<file path="src/rtl/adder_display_scanner_if.sv">
// Display-side bundle of the adder scanner: switch operands in, binary sum,
// active-low segments/anodes out.
interface adder_display_scanner_if #(
    parameter int WIDTH = 4
);
    logic [2*WIDTH-1:0] sw;
    logic [WIDTH:0]     led;
    logic [6:0]         seg;   // {g,f,e,d,c,b,a}, active-low
    logic               dp;
    logic [7:0]         an;

    modport master (output sw, input led, seg, dp, an);
    modport slave  (input sw, output led, seg, dp, an);
endinterface

</file>
<file path="src/rtl/adder_display_scanner.sv">
// Switch adder with sequential double-dabble BCD conversion and a
// time-multiplexed seven-segment scanner (leading-zero blanking, overflow dash).
module adder_display_scanner_core #(
    parameter int WIDTH       = 4,
    parameter int DIGITS      = 2,
    parameter int REFRESH_DIV = 100000,
    parameter bit BLANK_LZ    = 1'b1
) (
    input logic                    clk_i,
    input logic                    rst_ni,
    adder_display_scanner_if.slave bus
);
    localparam int SUM_W = WIDTH + 1;
    localparam int CNT_W = $clog2(WIDTH + 1);
    localparam int REF_W = $clog2(REFRESH_DIV);
    localparam logic [CNT_W-1:0] CNT_LAST = CNT_W'(WIDTH);
    localparam logic [REF_W-1:0] REF_LAST = REF_W'(REFRESH_DIV - 1);
    localparam logic [2:0]       IDX_LAST = 3'(DIGITS - 1);
    localparam logic [6:0]       SEG_DASH = 7'b0111111;

    typedef enum logic [1:0] {
        S_IDLE,
        S_SHIFT,
        S_LOAD
    } state_e;

    state_e             state_q, state_d;
    logic [SUM_W-1:0]   cap_q, cap_d;
    logic [SUM_W-1:0]   bin_q, bin_d;
    logic [31:0]        bcd_q, bcd_d;
    logic [CNT_W-1:0]   cnt_q, cnt_d;
    logic [31:0]        disp_q, disp_d;
    logic               ovf_q, ovf_d;
    logic [SUM_W-1:0]   led_q, led_d;
    logic [REF_W-1:0]   ref_q, ref_d;
    logic [2:0]         idx_q, idx_d;
    logic [7:0]         an_q, an_d;
    logic [6:0]         seg_q, seg_d;

    logic [SUM_W-1:0]   sum;
    logic               hi_nz;
    logic [31:0]        upper;
    logic [3:0]         nib;
    logic               blank;

    function automatic logic [31:0] dd_adjust(input logic [31:0] v);
        logic [31:0] r;
        r = v;
        for (int unsigned i = 0; i < 8; i++) begin
            if (r[4*i +: 4] >= 4'd5) r[4*i +: 4] = r[4*i +: 4] + 4'd3;
        end
        return r;
    endfunction

    function automatic logic [6:0] seg7(input logic [3:0] d);
        logic [6:0] s;
        case (d)
            4'd0:    s = 7'b1000000;
            4'd1:    s = 7'b1111001;
            4'd2:    s = 7'b0100100;
            4'd3:    s = 7'b0110000;
            4'd4:    s = 7'b0011001;
            4'd5:    s = 7'b0010010;
            4'd6:    s = 7'b0000010;
            4'd7:    s = 7'b1111000;
            4'd8:    s = 7'b0000000;
            4'd9:    s = 7'b0010000;
            default: s = 7'b1111111;
        endcase
        return s;
    endfunction

    assign sum   = SUM_W'(bus.sw[WIDTH-1:0]) + SUM_W'(bus.sw[2*WIDTH-1:WIDTH]);
    assign hi_nz = |(bcd_q >> (4 * DIGITS));

    always_comb begin
        state_d = state_q;
        cap_d   = cap_q;
        bin_d   = bin_q;
        bcd_d   = bcd_q;
        cnt_d   = cnt_q;
        disp_d  = disp_q;
        ovf_d   = ovf_q;
        led_d   = led_q;
        unique case (state_q)
            S_IDLE: begin
                cap_d   = sum;
                bin_d   = sum;
                bcd_d   = '0;
                cnt_d   = '0;
                state_d = S_SHIFT;
            end
            S_SHIFT: begin
                {bcd_d, bin_d} = {dd_adjust(bcd_q), bin_q} << 1;
                cnt_d          = cnt_q + CNT_W'(1);
                if (cnt_q == CNT_LAST) state_d = S_LOAD;
            end
            S_LOAD: begin
                // Display, LED and overflow commit together so no partial result is ever shown
                disp_d  = bcd_q;
                led_d   = cap_q;
                ovf_d   = hi_nz;
                state_d = S_IDLE;
            end
            default: state_d = S_IDLE;
        endcase
    end

    always_comb begin
        ref_d = ref_q + REF_W'(1);
        idx_d = idx_q;
        if (ref_q == REF_LAST) begin
            ref_d = '0;
            idx_d = (idx_q == IDX_LAST) ? '0 : idx_q + 3'd1;
        end
        nib   = disp_q[{idx_q, 2'b00} +: 4];
        upper = disp_q >> {idx_q, 2'b00};
        // Without overflow every nibble above DIGITS-1 is zero, so a zero upper slice means leading zero
        blank = BLANK_LZ && (idx_q != 3'd0) && (upper == '0);
        an_d  = '1;
        seg_d = '1;
        if (ovf_q) begin
            an_d[idx_q] = 1'b0;
            seg_d       = SEG_DASH;
        end else if (!blank) begin
            an_d[idx_q] = 1'b0;
            seg_d       = seg7(nib);
        end
    end

    always_ff @(posedge clk_i or negedge rst_ni) begin
        if (!rst_ni) begin
            state_q <= S_IDLE;
            cap_q   <= '0;
            bin_q   <= '0;
            bcd_q   <= '0;
            cnt_q   <= '0;
            disp_q  <= '0;
            ovf_q   <= 1'b0;
            led_q   <= '0;
            ref_q   <= '0;
            idx_q   <= '0;
            an_q    <= '1;
            seg_q   <= '1;
        end else begin
            state_q <= state_d;
            cap_q   <= cap_d;
            bin_q   <= bin_d;
            bcd_q   <= bcd_d;
            cnt_q   <= cnt_d;
            disp_q  <= disp_d;
            ovf_q   <= ovf_d;
            led_q   <= led_d;
            ref_q   <= ref_d;
            idx_q   <= idx_d;
            an_q    <= an_d;
            seg_q   <= seg_d;
        end
    end

    assign bus.led = led_q;
    assign bus.seg = seg_q;
    assign bus.an  = an_q;
    assign bus.dp  = 1'b1;
endmodule

module adder_display_scanner #(
    parameter int WIDTH       = 4,
    parameter int DIGITS      = 2,
    parameter int REFRESH_DIV = 100000,
    parameter bit BLANK_LZ    = 1'b1
) (
    input  logic               CLK100MHZ,
    input  logic               CPU_RESETN,
    input  logic [2*WIDTH-1:0] SW,
    output logic [WIDTH:0]     LED,
    output logic               CA,
    output logic               CB,
    output logic               CC,
    output logic               CD,
    output logic               CE,
    output logic               CF,
    output logic               CG,
    output logic               DP,
    output logic [7:0]         AN
);
    adder_display_scanner_if #(.WIDTH(WIDTH)) bus ();

    assign bus.sw = SW;

    adder_display_scanner_core #(
        .WIDTH      (WIDTH),
        .DIGITS     (DIGITS),
        .REFRESH_DIV(REFRESH_DIV),
        .BLANK_LZ   (BLANK_LZ)
    ) u_core (
        .clk_i (CLK100MHZ),
        .rst_ni(CPU_RESETN),
        .bus   (bus)
    );

    assign LED                          = bus.led;
    assign {CG, CF, CE, CD, CC, CB, CA} = bus.seg;
    assign DP                           = bus.dp;
    assign AN                           = bus.an;
endmodule
</file>
<file path="config.mk">
export PLATFORM = sky130hd
export DESIGN_NAME = adder_display_scanner
export DESIGN_NICKNAME = d
export VERILOG_FILES = /design/src/rtl/adder_display_scanner_if.sv /design/src/rtl/adder_display_scanner.sv
export SDC_FILE = /design/constraint.sdc
export NUM_CORES = 1
export LEC_CHECK = 0
export BUFFER_PORTS_ARGS = -buffer_cell sky130_fd_sc_hd__buf_2
export CORE_MARGIN = 5
export CORE_UTILIZATION = 50
export DETAILED_ROUTE_END_ITERATION = 8
export GPL_ROUTABILITY_DRIVEN = 0
export PLACE_DENSITY = 0.76
export SLEW_MARGIN = 25
export SYNTH_ARGS = -nofsm -noshare
export SYNTH_HDL_FRONTEND = slang
export SYNTH_SLANG_ARGS = --single-unit
export TNS_END_PERCENT = 30
</file>
<file path="constraint.sdc">
create_clock -name CLK100MHZ -period 6.8 [get_ports CLK100MHZ]
set_input_delay 0.68 -clock CLK100MHZ [delete_from_list [all_inputs] [get_ports CLK100MHZ]]
set_output_delay 0.68 -clock CLK100MHZ [all_outputs]
set_load 0.05 [all_outputs]
</file>
==> flow_summary.json, run 1 <==
{
  "setup_tns_ns": 0,
  "io_buffer_count": 29,
  "n_antenna_cell": 0,
  "grt_pass1_vias": 4432,
  "peakVddDrop_uv": 162,
  "rows": 40,
  "clkLatencyLatePin_ns": 0.41,
  "synth_cell_type_count": 59,
  "vias_per_cell": 5.48,
  "antenna_found_initial": 0,
  "required_ns": 7.11,
  "die_w_um": 122,
  "fin_nets": 685,
  "drtAntennaViolNets": 0,
  "critPathCaptureType": "register",
  "drc": 0,
  "cts_htree_levels": 4,
  "reg2reg_from": "u_core.idx_q[1]",
  "setup_violations": 0,
  "overflow": 0,
  "finalNonFillerCells": 821,
  "max_cap_viol_count": 0,
  "power.leakage_nw": 3.18,
  "cts_tree": "built",
  "synth_edf_count": 0,
  "fill_cells": 1005,
  "postCtsSetupBuffers": 0,
  "final.min_clock_period_ns": 3.08,
  "ys_seq_area_share_pct": 48.4,
  "holdCritPathClass": "primary input to async pin",
  "vias": 4495,
  "syn2layout_area_growth_pct": 13.8,
  "cp.arrival_ns": 3.40,
  "core-area_um2": 12100,
  "rsz0062_at_grt": "no",
  "drtIter0Drc": 397,
  "cts_buffers": 17,
  "cp-start-kind": "register",
  "postSynth.asyncResetShare_pct": 100,
  "synth_fp_nets": 661,
  "final_util_pct": 58.7,
  "critPathMaxFanout": 28,
  "die_h_um": 122,
  "r2r_end": "u_core.bus.seg[6]",
  "ys_warn_count": 0,
  "final_max_slew_viol_count": 0,
  "dp.cells": 789,
  "crit_type": "register to register",
  "power_density_nw_per_um2": 287,
  "slew_headroom_pct": 39.6,
  "worst_pin_slew_ns": 0.906,
  "hold_viol": 0,
  "path_clk_slew_ns": 0.05,
  "cts-resized-gates": 0,
  "dr.pass1.iters": 5,
  "mostFrequentLayoutCells": "dfrtp_1, nand2_1, o21ai_0, nor2_1, ha_1",
  "io_pins": 31,
  "initial_core_util_pct": 51.5,
  "clk_path_buf_depth": 2,
  "drive_above_1_share_pct": 18.1,
  "wl_per_cell_um": 14.6,
  "place_hpwl_mm": 8.11,
  "clock_skew_ns": 0.0115,
  "r2r_slack_ns": 3.72,
  "cts_hold_buf": 0,
  "track_usage_pct": 17.6,
  "rr_worst_depth": 8,
  "grt_pass1_wl_mm": 21.0,
  "wl_mm": 12.0,
  "finalPower_mw": 2.04,
  "outcome": "finished clean",
  "grt_start_max_net_pins": 77,
  "clkSinkCount": 120,
  "postSynthAreaPerCell_um2": 10.1,
  "synth_cells": 616,
  "fmax_ghz": 0.324,
  "period_share_pct": 45.4,
  "synth_flop_cell": "dfrtp_1",
  "netlist_area_um2": 6240,
  "ys_ff_latch": 120,
  "die_area_um2": 14800,
  "clockRootBuffer": "clkbuf_16",
  "final_common_cell": "dfrtp_1"
}
## cells by family (layout without fill, tap and decap cells)
logic type      after synthesis  count (layout)  synth area share, %
simple gates                207             207                 15.3
fa+ha+maj                    35              35                 7.14
other cells                   1               1               0.0601
buf+inv                      53              90                 3.57
flops                       120             120                 48.4
compound gates              129             129                 12.7
xor+xnor                     28              28                 3.93
mux                          43              43                 8.90
## flip-flops by register name, indices dropped and copies added (netlist names)
register / flops
u_core.ref_q: 17
u_core.bus.led: 5
u_core.ovf_q: 1
u_core.bin_q: 5
u_core.bus.an: 8
u_core.cnt_q: 3
u_core.bcd_q: 32
u_core.state_q: 2
u_core.idx_q: 3
u_core.cap_q: 5
u_core.disp_q: 32
u_core.bus.seg: 7
## worst max path at each step
stage                                from                 to  slack [ns]  depth (start not counted)
final                     u_core.idx_q[1]  u_core.bus.seg[6]        3.72                          8
after global routing      u_core.idx_q[1]  u_core.bus.seg[6]        3.51                          8
after CTS                 u_core.idx_q[1]  u_core.bus.seg[6]        3.71                          8
after detailed placement  u_core.idx_q[1]  u_core.bus.seg[6]        3.71                          8
after global placement    u_core.idx_q[1]  u_core.bus.seg[6]        3.88                          8
after floorplan           u_core.idx_q[1]  u_core.bus.seg[6]        4.41                         10
## metal layers
metal | up-vias | global-route usage (%) | routed length (µm)
met5 | - | 0 | 0
met4 | 0 | 6.65 | 196
met3 | 17 | 4.50 | 604
met2 | 120 | 28.2 | 5730
met1 | 2187 | 23.0 | 5450
li1 | 2171 | - | -
## area by class of cell
cell class	instances	area [µm²]	area share [%]
inverters	27	101	1.43
well taps	168	210	2.96
multi-input cells	443	3000	42.3
clock buffers	24	482	6.78
repair buffers	31	166	2.34
clock inverters	8	119	1.67
flip-flops and latches	120	3020	42.5
## where the power goes
part / total, mW / internal [mW] / leakage, nW / switching (mW)
clock: 0.905 / 0.603 / 0.298 / 0.302
combinational: 0.329 / 0.109 / 1.31 / 0.221
sequential: 0.808 / 0.780 / 1.56 / 0.0288
## synth_stat cells (all sizes together), types with 2 or more instances
master | instances | area (µm²)
or2 | 2 | 12.5
and2 | 2 | 12.5
nor3b | 3 | 22.5
nor2b | 9 | 56.3
dfstp | 15 | 394
xor2 | 12 | 105
mux2i | 7 | 82.6
mux4 | 6 | 135
a21o | 3 | 22.5
a21oi | 23 | 115
mux2 | 30 | 338
nor3 | 11 | 55.1
ha | 34 | 425
nand4 | 4 | 25.0
dfrtp | 105 | 2630
nand2 | 88 | 333
clkbuf | 18 | 67.6
a22o | 10 | 87.6
buf | 8 | 53.8
nand2b | 11 | 68.8
nand3 | 12 | 60.1
inv | 27 | 101
a31oi | 4 | 40.0
o32ai | 2 | 25.0
nor4 | 6 | 37.5
and3 | 2 | 12.5
o31ai | 6 | 45.0
xnor2 | 16 | 140
o21ai | 68 | 340
o211ai | 4 | 35.0
nor2 | 48 | 180
nor4b | 3 | 26.3
## critical path: stages (launching register included)
cell and delay, ns:
dfrtp_1 0.93, mux4_2 0.60, mux2i_1 0.39, ha_1 0.26, o31ai_1 0.08, nor3_1 0.22
and4_4 0.28, nand2_2 0.09, o32ai_2 0.14
## per-stage QoR
| step | hold WS [ns] | setup WS [ns] | area, µm² |
|---|---|---|---|
| after global routing | 0.332 | 3.51 | 7100 |
| final | 0.283 | 3.72 | 7100 |
| after global placement | 0.436 | 3.88 | 6490 |
| after floorplan | 0.384 | 4.41 | 6240 |
| after CTS | 0.442 | 3.71 | 7100 |
| after detailed placement | 0.448 | 3.71 | 6490 |
Note: power is estimated with default switching activity, not from simulation.
==> inputs of run 2 (changes only) <==
--- a/config.mk
+++ b/config.mk
@@ -5,12 +5,13 @@
 export SDC_FILE = /design/constraint.sdc
 export NUM_CORES = 1
 export LEC_CHECK = 0
+export ABC_AREA = 1
 export BUFFER_PORTS_ARGS = -buffer_cell sky130_fd_sc_hd__buf_2
 export CORE_MARGIN = 5
 export CORE_UTILIZATION = 50
 export DETAILED_ROUTE_END_ITERATION = 8
 export GPL_ROUTABILITY_DRIVEN = 0
-export PLACE_DENSITY = 0.76
+export PLACE_DENSITY = 0.79
 export SLEW_MARGIN = 25
 export SYNTH_ARGS = -nofsm -noshare
 export SYNTH_HDL_FRONTEND = slang
==> constraint.sdc (replaced) <==
create_clock -name CLK100MHZ -period 2.55 [get_ports CLK100MHZ]
set_input_delay 0.255 -clock CLK100MHZ [delete_from_list [all_inputs] [get_ports CLK100MHZ]]
set_output_delay 0.255 -clock CLK100MHZ [all_outputs]
set_load 0.05 [all_outputs]
==> run 2 against run 1 <==
  * Clock skew shrank 0.0035 ns
  * Core utilization barely moved
  * First-iteration DRC count rose by 4.8%
==> flow_summary.json, run 2 <==
{
  "outcome": "finished clean",
  "place_hpwl_mm": 9.12,
  "required_ns": 2.90,
  "fin_nets": 881,
  "wl_mm": 13.3,
  "synth_fp_nets": 842,
  "drc": 0,
  "final_common_cell": "nand2_1",
  "slew_headroom_pct": 54.1,
  "clk_path_buf_depth": 2,
  "die_h_um": 124,
  "n_antenna_cell": 0,
  "drive_above_1_share_pct": 13.2,
  "synth_cells": 797,
  "drtAntennaViolNets": 0,
  "period_share_pct": 87.7,
  "register_area_um2": 3020,
  "yosysMostFrequentCell": "nand2_1",
  "peakVddDrop_uv": 547,
  "ys_warn_count": 0,
  "power.leakage_nw": 3.62,
  "cts_buffers": 17,
  "vias": 5251,
  "cts_tree": "built",
  "critPathCaptureType": "register",
  "netlist_area_um2": 6440,
  "ys_ff_latch": 120,
  "setup_tns_ns": 0,
  "clkLatencyLatePin_ns": 0.42,
  "grt_pass1_wl_mm": 22.9,
  "rsz0062_at_grt": "no",
  "synth_edf_count": 0,
  "final_util_pct": 58.6,
  "cp-start-kind": "register",
  "postSynthAreaPerCell_um2": 8.09,
  "min_path_cells": 4,
  "core-area_um2": 12600,
  "io_pins": 31,
  "critPathMaxFanout": 8,
  "synth_cell_type_count": 36,
  "synthTopCellsByCount": "nand2_1, inv_1, dfrtp_1, o21ai_0, nor2_1",
  "cp.arrival_ns": 2.59,
  "mostFrequentLayoutCells": "nand2_1, inv_1, dfrtp_1, o21ai_0, nor2_1",
  "power_density_nw_per_um2": 735,
  "setup_violations": 0,
  "max_cap_viol_count": 0,
  "postSynth.asyncResetShare_pct": 100,
  "die_area_um2": 15300,
  "overflow": 0,
  "synth_top_area_share_pct": 40.8,
  "clock_skew_ns": 0.00802,
  "rows": 41,
  "cts_htree_levels": 4,
  "vias_per_cell": 5.14,
  "hold_viol": 0,
  "final.min_clock_period_ns": 2.24,
  "track_usage_pct": 19.1,
  "grt_start_max_net_pins": 53,
  "clockRootBuffer": "clkbuf_16",
  "initial_core_util_pct": 51.1,
  "dr.pass1.iters": 7,
  "drtIter0Drc": 416,
  "wl_per_cell_um": 13.0,
  "final_max_slew_viol_count": 0,
  "synth_flop_cell": "dfrtp_1",
  "holdCritPathClass": "primary input to register",
  "io_buffer_count": 29,
  "grt_pass1_vias": 5021,
  "synth_area_leaders": "dfrtp_1, nand2_1, o21ai_0, ha_1, inv_1",
  "fmax_ghz": 0.447,
  "fill_cells": 1127,
  "syn2layout_area_growth_pct": 14.8,
  "path_clk_slew_ns": 0.05,
  "yosysTopAreaCell": "dfrtp_1",
  "reg.largest.list": "u_core.bcd_q: 32 flops, u_core.disp_q: 32 flops, u_core.ref_q: 17 flops",
  "worst_pin_slew_ns": 0.688,
  "die_w_um": 124,
  "antenna_found_initial": 0,
  "ys_seq_area_share_pct": 46.9,
  "multi_input_area_um2": 2860,
  "rr_worst_depth": 15,
  "clkSinkCount": 120,
  "crit_type": "register to register"
}
==> run 2: routing by layer <==
layer | GRT usage [%] | wire length, µm | vias up
li1 | - | - | 2633
met1 | 23.8 | 6040 | 2479
met2 | 31.3 | 6440 | 117
met3 | 5.76 | 617 | 22
met4 | 6.99 | 208 | 0
met5 | 0 | 0 | -
==> run 2: worst max-delay path, stage by stage, from the launching register on <==
cell     delay [ns]
dfrtp_2        0.47
buf_4          0.18
nand2_1        0.10
nor2_1         0.06
nand2_1        0.06
nand2_1        0.05
nor2_1         0.09
nand2_1        0.12
inv_1          0.14
ha_1           0.20
nand3_1        0.08
nor2_1         0.09
nand3_1        0.12
nor2_4         0.14
nand4_4        0.16
nand2_1        0.10
==> run 2: final cells by class <==
cell class | count | area share, %
Multi-Input combinational cell | 539 | 38.7
Clock buffer | 25 | 6.70
Sequential cell | 120 | 40.9
Tap cell | 172 | 2.91
Timing Repair Buffer | 44 | 3.72
Inverter | 114 | 5.87
Clock inverter | 7 | 1.23
==> run 2: stage by stage <==
step	total power [mW]	worst slack [ns]	hold slack, ns	area [µm²]	cells
after floorplan	2.87	0.625	-0.0406	6440	797
after global routing	5.67	0.0145	0.236	7400	1021
final	5.44	0.314	0.196	7400	1021
after CTS	5.47	0.217	0.190	7360	1017
after detailed placement	3.11	0.258	0.182	6760	984
after global placement	3.08	0.347	0.181	6760	984
==> run 2: timing repair <==
item,in CTS,in global routing
hold buffers,1,0
endpoints found under the setup margin,0,14
hold endpoints to repair,21,0
setup buffers,0,4
resized for setup,0,5
==> run 2: path summary, 6_finish.rpt <==
path / slack (ns) / endpoint / start
hold reg to reg: 0.46 / u_core.ref_q[0] / u_core.ref_q[0]
hold / removal: 0.20 / u_core.bin_q[0] / SW[4]
max in group asynchronous: 1.57 / u_core.bus.an[7] / CPU_RESETN
setup / recovery: 0.31 / u_core.bus.an[3] / u_core.idx_q[0]
setup reg to reg: 0.31 / u_core.bus.an[3] / u_core.idx_q[0]
min in group asynchronous: 0.29 / u_core.ref_q[12] / CPU_RESETN
==> run 2: kinds of logic (layout without fill, tap and decap cells) <==
group	count (synthesis)	in the layout	synth area share, %
xor+xnor	18	18	2.45
simple gates	338	338	22.5
flops	120	120	46.9
buf+inv	138	190	8.74
compound gates	147	147	12.4
other cells	1	1	0.0582
fa+ha+maj	35	35	6.91
==> run 2: report_power, final <==
group	switching, mW	internal [mW]	leakage, nW
clock	0.822	1.54	0.287
combinational	0.668	0.260	1.77
sequential	0.0657	2.08	1.55
total	1.56	3.88	3.62
==> inputs of run 3 (changes only) <==
--- a/config.mk
+++ b/config.mk
@@ -11,6 +11,7 @@
 export CORE_UTILIZATION = 50
 export DETAILED_ROUTE_END_ITERATION = 8
 export GPL_ROUTABILITY_DRIVEN = 0
+export GPL_TIMING_DRIVEN = 0
 export PLACE_DENSITY = 0.79
 export SLEW_MARGIN = 25
 export SYNTH_ARGS = -nofsm -noshare
==> run 3 against run 2 <==
  * Sequential share of layout area is 0.51 points lower
  * Critical path type unchanged
  * Critical path depth stayed put
  * Combinational power is 2.3% lower
  * Core utilization is 0.69 points higher
  * Total power is 3.4% higher
  * Final area is 1.2% higher
  * Via count is 0.51% higher
  * Clock-buffer cell count is 7 lower
==> flow_summary.json, run 3 (synthesis results as in run 2) <==
{
  "clock_skew_ns": 0.00919,
  "hold_viol": 0,
  "postCtsSetupBuffers": 0,
  "power_frac_clock_pct": 45.6,
  "period_share_pct": 92.1,
  "rr_worst_depth": 15,
  "switchingPower_mw": 1.61,
  "die_h_um": 124,
  "io_buffer_count": 29,
  "reg.largest.list": "u_core.bcd_q: 32 flops, u_core.disp_q: 32 flops, u_core.ref_q: 17 flops",
  "antenna_found_initial": 0,
  "holdCritPathClass": "primary input to register",
  "endpoint": "u_core.bus.seg[3]",
  "overflow": 0,
  "critPathCaptureType": "register",
  "place_hpwl_mm": 9.88,
  "cts-resized-gates": 0,
  "path_clk_slew_ns": 0.06,
  "peakVddDrop_uv": 486,
  "power.leakage_nw": 3.64,
  "worst_pin_slew_ns": 0.584,
  "dr.pass1.iters": 7,
  "mostFrequentLayoutCells": "nand2_1, inv_1, dfrtp_1, o21ai_0, nor2_1",
  "p_seq_share_pct": 38.3,
  "clockRootBuffer": "clkbuf_16",
  "r2r_slack_ns": 0.20,
  "power_density_nw_per_um2": 751,
  "fmax_ghz": 0.426,
  "grt_pass1_wl_mm": 23.4,
  "cts_tree": "built",
  "drive_above_1_share_pct": 12.8,
  "cp-start-kind": "register",
  "vias_per_cell": 5.11,
  "critPathMaxFanout": 10,
  "wl_mm": 13.8,
  "n_antenna_cell": 0,
  "final_max_slew_viol_count": 0,
  "drtIter0Drc": 467,
  "outcome": "finished clean",
  "track_usage_pct": 19.7,
  "stdcell_area_um2": 7490,
  "clk_path_buf_depth": 2,
  "initial_core_util_pct": 51.1,
  "cts_buffers": 17,
  "p_comb_share_pct": 16.1,
  "syn2layout_area_growth_pct": 16.2,
  "switching_share_pct": 28.6,
  "die_w_um": 124,
  "final.min_clock_period_ns": 2.35,
  "grt_start_max_net_pins": 78,
  "slew_headroom_pct": 61.1,
  "die_area_um2": 15300,
  "wl_per_cell_um": 13.4,
  "crit_start": "u_core.idx_q[0]",
  "holdCritStartpoint": "SW[4]",
  "drtAntennaViolNets": 0,
  "reg2reg_from": "u_core.idx_q[0]",
  "clkSinkCount": 120,
  "rows": 41,
  "core-area_um2": 12600,
  "placed_area_um2": 6840,
  "required_ns": 2.91,
  "fin_nets": 892,
  "r2r_end": "u_core.bus.seg[3]",
  "setup_violations": 0,
  "io_pins": 31,
  "vias": 5278,
  "cp.arrival_ns": 2.71,
  "rsz0062_at_grt": "no",
  "max_cap_viol_count": 0,
  "final_util_pct": 59.3,
  "p_int_mw": 4.01,
  "clkLatencyLatePin_ns": 0.43,
  "grt_pass1_vias": 4996,
  "final_common_cell": "nand2_1",
  "cts_htree_levels": 4,
  "crit_type": "register to register",
  "drc": 0,
  "finalPower_mw": 5.62
}
[run 3: cell types whose count changed in the layout (fill, tap and decap cells not counted), sizes merged]
cell    before  now
buf         43   41
inv        112  115
bufinv       2    4
clkbuf      25   31
clkinv       5    7
[run 3: power groups by stage]
| stage | logic [mW] | clock network [mW] | registers [mW] |
|---|---|---|---|
| finish | 0.907 | 2.56 | 2.15 |
| global route | 1.02 | 2.68 | 2.17 |
| CTS | 0.916 | 2.60 | 2.15 |
| detailed placement | 0.912 | 0 | 2.18 |
| global placement | 0.886 | 0 | 2.18 |
| floorplan | 0.448 | 0 | 2.42 |
[run 3: worst min-delay path by stage]
| stage | cells after the start | endpoint | slack, ns |
|---|---|---|---|
| 2_1_floorplan | 0 | u_core.bcd_q[0] | -0.04 |
| 3_3_place_gp | 1 | u_core.ref_q[0] | 0.45 |
| 3_5_place_dp | 1 | u_core.ref_q[11] | 0.20 |
| 4_1_cts | 4 | u_core.bin_q[0] | 0.18 |
| 5_1_grt | 4 | u_core.cap_q[0] | 0.23 |
| 6_report | 4 | u_core.cap_q[0] | 0.20 |
[run 3: repair_timing]
action,in CTS,in global routing
setup endpoints to repair,0,0
hold endpoints to repair,28,0
hold buffers,1,0
[run 3: layer usage]
| layer | share of wire (%) | vias up | global-route usage [%] |
|---|---|---|---|
| met5 | 0 | - | 0 |
| met3 | 4.3 | 19 | 4.48 |
| li1 | - | 2661 | - |
| met4 | 1.6 | 0 | 7.75 |
| met1 | 45 | 2479 | 25.1 |
| met2 | 49 | 119 | 32.6 |
[run 3: layout make-up]
class                      count  area, µm²
tap                          172        215
clock buffer                  18        439
sequential                   120       3020
buffer                        24        135
clock inverter                14        198
multi-input combinational    539       2860
fill                        1086       5130
inverter                     114        428
timing repair buffer          31        189
[run 3: worst max-delay path, cell delays in order (launching register included)]
cell,delay [ns]
dfrtp_1,0.43
inv_2,0.17
buf_6,0.17
nand2_1,0.06
nand2_1,0.09
nor2_1,0.05
a21oi_1,0.11
nand2_1,0.14
inv_1,0.14
ha_1,0.22
nand3_1,0.08
nor2_1,0.10
nand3_1,0.13
nor2_4,0.14
nand3_2,0.15
nand3_1,0.11
[run 3: through the flow]
step                      setup WS [ns]  setup TNS (ns)  hold slack [ns]  cells
after global placement           -0.207          -20.51            0.448    998
final                             0.200               0            0.195   1032
after detailed placement          0.225               0            0.196    999
after floorplan                   0.625               0          -0.0406    797
after global routing            0.00349               0            0.229   1032
after CTS                         0.208               0            0.179   1032
